==> config.mk <==
export PLATFORM = sky130hd
export DESIGN_NAME = vga_timing_ctrl
export DESIGN_NICKNAME = d
export VERILOG_FILES = /design/src/rtl/vga_timing_ctrl.sv
export SDC_FILE = /design/constraint.sdc
export NUM_CORES = 1
export LEC_CHECK = 0
export CAP_MARGIN = 20
export CORE_ASPECT_RATIO = 1.4
export CORE_MARGIN = 1.5
export CORE_UTILIZATION = 52
export CTS_CLUSTER_DIAMETER = 30
export DETAILED_ROUTE_END_ITERATION = 16
export MAX_ROUTING_LAYER = met4
export PLACE_DENSITY = 0.94
export SLEW_MARGIN = 15
export SYNTH_ARGS = -nofsm -noshare
export SYNTH_HDL_FRONTEND = slang
export SYNTH_SLANG_ARGS = --single-unit
==> constraint.sdc <==
create_clock -name iVGA_CLK -period 3.51 [get_ports iVGA_CLK]
set_input_delay 0.702 -clock iVGA_CLK [delete_from_list [all_inputs] [get_ports iVGA_CLK]]
set_output_delay 0.702 -clock iVGA_CLK [all_outputs]
set_load 0.005 [all_outputs]
==> src/rtl/vga_timing_ctrl.sv <==
`default_nettype none
// ============================================================================
// Module   : vga_timing_ctrl
// Brief    : VGA timing generator and pixel output stage. Produces the X/Y
//            coordinate stream for the draw block, delays sync/blank to meet
//            the returned colour, and registers all DAC pins.
// Revision : 1.0 - initial release
// ============================================================================
module vga_timing_ctrl #(
    parameter int   H_VISIBLE    = 640,
    parameter int   H_FRONT      = 16,
    parameter int   H_SYNC       = 96,
    parameter int   H_BACK       = 48,
    parameter int   V_VISIBLE    = 480,
    parameter int   V_FRONT      = 10,
    parameter int   V_SYNC       = 2,
    parameter int   V_BACK       = 33,
    parameter logic SYNC_POL     = 1'b0,
    parameter int   DRAW_LATENCY = 1
) (
    input  logic       iVGA_CLK,
    input  logic       reset,
    input  logic       iRed,
    input  logic       iGreen,
    input  logic       iBlue,
    output logic [9:0] oVGA_X,
    output logic [9:0] oVGA_Y,
    output logic       oRequest,
    output logic       oFrame_Start,
    output logic       oVGA_R,
    output logic       oVGA_G,
    output logic       oVGA_B,
    output logic       oVGA_HS,
    output logic       oVGA_VS,
    output logic       oVGA_BLANK_N
);

    localparam int         C_H_TOTAL  = H_VISIBLE + H_FRONT + H_SYNC + H_BACK;
    localparam int         C_V_TOTAL  = V_VISIBLE + V_FRONT + V_SYNC + V_BACK;
    localparam logic [9:0] C_H_LAST   = 10'(C_H_TOTAL - 1);
    localparam logic [9:0] C_V_LAST   = 10'(C_V_TOTAL - 1);
    localparam logic [9:0] C_H_VIS    = 10'(H_VISIBLE);
    localparam logic [9:0] C_V_VIS    = 10'(V_VISIBLE);
    localparam logic [9:0] C_HS_START = 10'(H_VISIBLE + H_FRONT);
    localparam logic [9:0] C_HS_END   = 10'(H_VISIBLE + H_FRONT + H_SYNC);
    localparam logic [9:0] C_VS_START = 10'(V_VISIBLE + V_FRONT);
    localparam logic [9:0] C_VS_END   = 10'(V_VISIBLE + V_FRONT + V_SYNC);

    logic [9:0] r_h_cnt;
    logic [9:0] r_v_cnt;
    logic       w_vis;
    logic       w_hs_act;
    logic       w_vs_act;
    logic [2:0] w_tap;

    // Delay line element: {vis, hs_act, vs_act}
    logic [2:0] r_dly [DRAW_LATENCY];

    logic r_red;
    logic r_green;
    logic r_blue;
    logic r_blank_n;
    logic r_hs;
    logic r_vs;

    // Raster counters: pixel counter wraps each line, line counter advances at line end
    always_ff @(posedge iVGA_CLK) begin
        if (reset) begin
            r_h_cnt <= 10'd0;
            r_v_cnt <= 10'd0;
        end else if (r_h_cnt == C_H_LAST) begin
            r_h_cnt <= 10'd0;
            r_v_cnt <= (r_v_cnt == C_V_LAST) ? 10'd0 : r_v_cnt + 10'd1;
        end else begin
            r_h_cnt <= r_h_cnt + 10'd1;
        end
    end

    // Coordinate-stage decode straight from the counters
    assign w_vis        = (r_h_cnt < C_H_VIS) && (r_v_cnt < C_V_VIS);
    assign w_hs_act     = (r_h_cnt >= C_HS_START) && (r_h_cnt < C_HS_END);
    assign w_vs_act     = (r_v_cnt >= C_VS_START) && (r_v_cnt < C_VS_END);
    assign oRequest     = w_vis;
    assign oVGA_X       = w_vis ? r_h_cnt : 10'd0;
    assign oVGA_Y       = w_vis ? r_v_cnt : 10'd0;
    assign oFrame_Start = (r_h_cnt == 10'd0) && (r_v_cnt == 10'd0);

    // Delay vis/sync by the draw block latency so they meet the returned colour
    always_ff @(posedge iVGA_CLK) begin
        if (reset) begin
            for (int i = 0; i < DRAW_LATENCY; i++) begin
                r_dly[i] <= 3'b000;
            end
        end else begin
            r_dly[0] <= {w_vis, w_hs_act, w_vs_act};
            for (int i = 1; i < DRAW_LATENCY; i++) begin
                r_dly[i] <= r_dly[i-1];
            end
        end
    end

    assign w_tap = r_dly[DRAW_LATENCY-1];

    // Pin register: blank colour outside the visible area, apply sync polarity
    always_ff @(posedge iVGA_CLK) begin
        if (reset) begin
            r_red     <= 1'b0;
            r_green   <= 1'b0;
            r_blue    <= 1'b0;
            r_blank_n <= 1'b0;
            r_hs      <= ~SYNC_POL;
            r_vs      <= ~SYNC_POL;
        end else begin
            r_red     <= iRed   & w_tap[2];
            r_green   <= iGreen & w_tap[2];
            r_blue    <= iBlue  & w_tap[2];
            r_blank_n <= w_tap[2];
            r_hs      <= w_tap[1] ? SYNC_POL : ~SYNC_POL;
            r_vs      <= w_tap[0] ? SYNC_POL : ~SYNC_POL;
        end
    end

    assign oVGA_R       = r_red;
    assign oVGA_G       = r_green;
    assign oVGA_B       = r_blue;
    assign oVGA_BLANK_N = r_blank_n;
    assign oVGA_HS      = r_hs;
    assign oVGA_VS      = r_vs;

endmodule
`default_nettype wire

## After elaboration in Yosys (flattened, before gate mapping)

Memories as Yosys holds them, arrays and structs flattened.
Index checks and enable logic that the tools add are counted.
W data, S select, Z words.

| cells by class | value |
|---|---|
| bitwise operators | 3 |
| mux-type cells | 10 |
| magnitude comparators | 6 |
| reduce and logical (&&, ||, !) cells | 8 |
| add/sub/neg operators | 2 |
| eq/ne operators | 2 |

Operator list:

| operator | count |
|---|---|
| $mux W10 | 3 |
| $add A10 B1 Y10 const B | 2 |
| $eq A10 B10 Y1 const B | 2 |
| $logic_not A10 Y1 | 2 |
| $lt A10 B10 Y1 const B | 2 |
| $lt A10 B9 Y1 const B | 2 |
| $ge A10 B10 Y1 const B | 1 |
| $ge A10 B9 Y1 const B | 1 |
| $mux W1 | 6 |
| $logic_and A1 B1 Y1 | 4 |
| $and A1 B1 Y1 | 3 |
| $mux W3 | 1 |
| $reduce_or A3 Y1 | 1 |
| $reduce_or A2 Y1 | 1 |

| storage, ports and cells | value |
|---|---|
| memories | 1 |
| register bits | 26 |
| output and inout port bits | 28 |
| memory bits (writable) | 3 |
| bits of input ports | 5 |
| logic and storage cells | 40 |

Memories:

| name | words | bits a word | rd ports | clocked after Yosys merged registers in | write ports | RTL line | RTL |
|---|---|---|---|---|---|---|---|
| r_dly | 1 | 3 | 1 | 0 | 1 | 57 | `logic [2:0] r_dly [DRAW_LATENCY];` |

## Depth between registers and ports, before layout

| depth | value |
|---|---|
| word-level depth | 3 |
| depth in mapped cells | 7 |
| depth with buffers taken out | 6 |

## Worst setup path after synthesis

Ideal clock, no wire load.

| path | value |
|---|---|
| path type | reg2out |
| start point | register r_v_cnt[7] |
| end point | output oVGA_Y[0] |
| setup slack | 1.651 ns |
| required time | 2.808 ns |
| cell stages (with the launch flop) | 6 |
| data arrival time | 1.157 ns |
| path buffers | 1 |
| cell sequence | dfxtp_1 -> and3_1 -> nand2_1 -> and3b_1 -> clkbuf_1 -> and2_1 |

| on the way | value |
|---|---|
| longest elaborated chain between the ends | 3 |

RTL lines:

| element | RTL line | RTL |
|---|---|---|
| start: declaration | 50 | `logic [9:0] r_v_cnt;` |
| start signal: assignment | 73 | `r_v_cnt <= (r_v_cnt == C_V_LAST) ? 10'd0 : r_v_cnt + 10'd1;` |
| $lt A10 B9 Y1 | 80 | `assign w_vis = (r_h_cnt < C_H_VIS) && (r_v_cnt < C_V_VIS);` |
| $logic_and A1 B1 Y1 | 80 |  |
| named net oRequest | 28 | `output logic oRequest,` |
| $mux W10 | 85 | `assign oVGA_Y = w_vis ? r_v_cnt : 10'd0;` |
| end: declaration | 27 | `output logic [9:0] oVGA_Y,` |

The timed path passes the listed nets, and every way through them passes these cells.

## Worst setup path after layout

| path | value |
|---|---|
| start point | register r_v_cnt[7] |
| end point | output oVGA_X[4] |

| on the way | value |
|---|---|
| longest elaborated chain between the ends | 3 |

RTL lines:

| element | RTL line | RTL |
|---|---|---|
| $lt A10 B9 Y1 | 80 |  |
| $logic_and A1 B1 Y1 | 80 |  |
| $mux W10 | 84 | `assign oVGA_X = w_vis ? r_h_cnt : 10'd0;` |
| end: declaration | 26 | `output logic [9:0] oVGA_X,` |

Every way passes these cells.

==> impl_metrics.py <==
metrics = {
    "status": {
        "status": "finished clean",
    },
    "logic_synthesis": {
        "yosys.area.top_type": "dfxtp_1",
        "yosys-top-cells-area": "dfxtp_1, and2_1, xor2_1, nor2_1, ha_1",
        "async_flop_share_pct": 0,
        "yosysTopAreaCellShare_pct": 41.7,
        "synth_area_um2": 1390,
        "ys_seq_area_share_pct": 41.7,
        "synth_seq_cells": 29,
        "synth_edf_count": 0,
        "synth.top_cells.by_count": "dfxtp_1, and2_1, nor2_1",
        "synthCells": 156,
        "post-synth-top-count-cell": "dfxtp_1",
        "ys_types": 36,
        "syn_nets": 165,
        "ys.warnings.count": 0,
        "synthFlopType": "dfxtp_1",
        "postSynthAreaPerCell_um2": 8.93,
    },
    "global_route": {
        "grt_pass1_vias": 1195,
        "grt_max_degree": 22,
        "grt_usage_pct": 24.0,
        "antenna_found_initial": 0,
        "grt_pass1_wl_mm": 5.00,
        "overflow": 0,
    },
    "detailed_routing": {
        "drc": 0,
        "first_pass_iters": 4,
        "wl_mm": 3.03,
        "detail_route.vias_per_cell": 5.44,
        "drt-initial-drc-count": 47,
        "drtAntennaViolNets": 0,
        "via_count": 1225,
        "detail_route.wl_per_cell_um": 13.5,
    },
    "setup_path": {
        "r2r_start": "r_h_cnt[0]$_SDFF_PP0_",
        "cp-endpoint": "oVGA_X[4]",
        "path_class": "flip-flop to primary output",
        "ff2ff_setup_slack_ns": 1.47,
        "end_kind": "primary output",
        "crit_path_start_kind": "flip-flop",
        "arrival_ns": 2.29,
        "r2r-end": "r_v_cnt[9]$_SDFFE_PP0N_",
        "startpoint": "r_v_cnt[7]$_SDFFE_PP0N_",
        "critPathMaxFanout": 21,
        "cp.required_ns": 2.81,
        "worst-r2r-cell-count": 5,
    },
    "cts": {
        "h-tree-depth": 2,
        "cts-resized-gates": 0,
        "cts_root_buf": "clkbuf_4",
        "cts.sink_count": 29,
        "cts_tree": "yes",
        "cts_inserted_buffers": 5,
        "cts.reportedPaths.clkPinSlew_ns": 0.09,
        "cts_hold_buffers": 0,
        "post-cts-setup-buffers": 0,
        "clockBufferDepth": 2,
        "clk_latency_ns": 0.34,
    },
    "pwr": {
        "p_int_w": 0.000433,
        "power_switching_w": 0.000142,
        "ir_worst_vdd_mv": 0.237,
        "power-per-cell-area_nw_per_um2": 325,
        "power_frac_comb_pct": 6.7,
        "clkPwrFrac_pct": 34.4,
        "leakagePower_nw": 0.663,
        "swShare_pct": 24.7,
        "power_frac_seq_pct": 58.9,
    },
    "timing": {
        "drv_slew": 0,
        "worst_pin_slew_ns": 0.579,
        "maxSlewHeadroom_pct": 61.4,
        "clock_skew_ns": 0.00371,
        "clock.fmax_ghz": 0.334,
        "worst_slack_ns": 0.519,
        "rsz0062_at_grt": "no",
        "period_needed_ns": 2.99,
        "hold_viol": 0,
        "fin_crit_sh_pct": 85.2,
        "fin_setup_tns_ns": 0,
        "setup-violations-final": 0,
    },
    "cells_and_area": {
        "finalNetCount": 197,
        "syn_to_final_growth_pct": 27.0,
        "layout-drive-gt1-share_pct": 7.94,
        "antennaDiodeCount": 0,
    },
    "placement": {
        "hpwl_mm": 2.17,
        "gp_congestion": 0.877,
        "portBuffers": 31,
        "dpl_worst_slack_ns": 0.887,
    },
    "floorplanning": {
        "die_height_um": 64.2,
        "die_w_um": 46.7,
        "rows": 22,
        "ioPinCount": 33,
        "start_util_pct": 53.8,
        "dieArea_um2": 3000,
        "coreArea_um2": 2590,
    },
    "worst_hold_path": {
        "hp-start": "r_dly[0][0]$_SDFF_PP0_",
        "min_path_type": "flip-flop to flip-flop",
        "min_path_cells": 1,
    },
    "job": {
        "cap_viol_max_count": 0,
    },
}
-- through the flow --
step                utilization (%)  cell area [um^2]  cells  hold slack [ns]  total power, W
global placement               66.2              1710    217            0.359        0.000383
CTS                            68.3              1770    225            0.388        0.000582
floorplan                         -              1390    156            0.356        0.000364
global route                   68.3              1770    225            0.402        0.000600
detailed placement             66.2              1710    217            0.366        0.000385
finish                         68.3              1770    225            0.384        0.000575
-- state kept, by name, indices dropped and copies added, names as in the netlist --
signal and count:
r_dly 3, oVGA_BLANK_N 1, oVGA_HS 1, r_h_cnt 10
oVGA_B 1, r_v_cnt 10, oVGA_R 1, oVGA_G 1
oVGA_VS 1
-- worst min-delay path by stage --
stage	slack, ns	end
after floorplan	0.36	oVGA_HS$_SDFF_PP1_
after global placement	0.36	oVGA_VS$_SDFF_PP1_
after detailed placement	0.37	oVGA_VS$_SDFF_PP1_
after CTS	0.39	oVGA_HS$_SDFF_PP1_
after global routing	0.40	oVGA_VS$_SDFF_PP1_
final	0.38	oVGA_VS$_SDFF_PP1_
-- power groups by stage --
stage | registers, W | clock network, W | logic, W
after floorplan | 0.000346 | 0 | 0.0000180
after global placement | 0.000346 | 0 | 0.0000370
after detailed placement | 0.000346 | 0 | 0.0000383
after CTS | 0.000339 | 0.000204 | 0.0000390
after global routing | 0.000340 | 0.000218 | 0.0000422
final | 0.000339 | 0.000198 | 0.0000384
-- area by class of cell --
| type | instances | area (um^2) |
|---|---|---|
| inverter | 5 | 18.8 |
| sequential | 29 | 581 |
| timing repair buffer | 31 | 310 |
| clock inverter | 3 | 17.5 |
| multi-input combinational | 116 | 758 |
| tap | 36 | 45.0 |
| fill | 250 | 820 |
| clock buffer | 5 | 37.5 |
-- per-layer routing --
| metal | GRT usage (%) | part of all wire, % |
|---|---|---|
| met1 | 23.4 | 39 |
| met2 | 38.2 | 52 |
| met3 | 9.89 | 5.6 |
| met4 | 13.9 | 3.2 |
| met5 | - | 0 |
-- cells in the final DEF, fill, tap and decap left out, drive strengths merged --
| master | instances |
|---|---|
| o21ai | 4 |
| nor3b | 2 |
| o31ai | 2 |
| nand4 | 7 |
| nor4 | 3 |
| nand4bb | 1 |
| and2 | 23 |
| xnor2 | 3 |
| nor3 | 2 |
| and3 | 6 |
| nor2b | 3 |
| nor2 | 14 |
| nand2b | 2 |
| and4 | 1 |
| clkbuf | 5 |
| or4b | 1 |
| dfxtp | 29 |
| or4 | 3 |
| nand3 | 7 |
| nand2 | 5 |
| xor2 | 9 |
| a21oi | 6 |
| ha | 4 |
| clkinv | 2 |
| and3b | 2 |
| clkinvlp | 1 |
| inv | 5 |
| or2b | 1 |
| or3 | 3 |
| clkdlybuf4s50 | 31 |
| o21bai | 1 |
| conb | 1 |
-- critical path: stages, from the launching register on --
cell,delay (ns)
dfxtp_1,0.35
and3_1,0.21
nand2_1,0.12
and3b_1,0.55
and2_2,0.23
clkdlybuf4s50_1,0.49
-- kinds of logic (layout without fill, tap and decap cells) --
group / Yosys count / in the layout / synth area share, %
other: 1 / 1 / 0.269
flip-flops: 29 / 29 / 41.7
adder cells (fa/ha/maj): 4 / 4 / 3.59
AO/OA/AOI/OAI: 13 / 13 / 5.48
AND/OR/NAND/NOR: 86 / 86 / 37.6
XOR/XNOR: 12 / 12 / 7.55
buffers and inverters: 11 / 44 / 3.86
No activity file was read; power rests on OpenSTA's default activity.
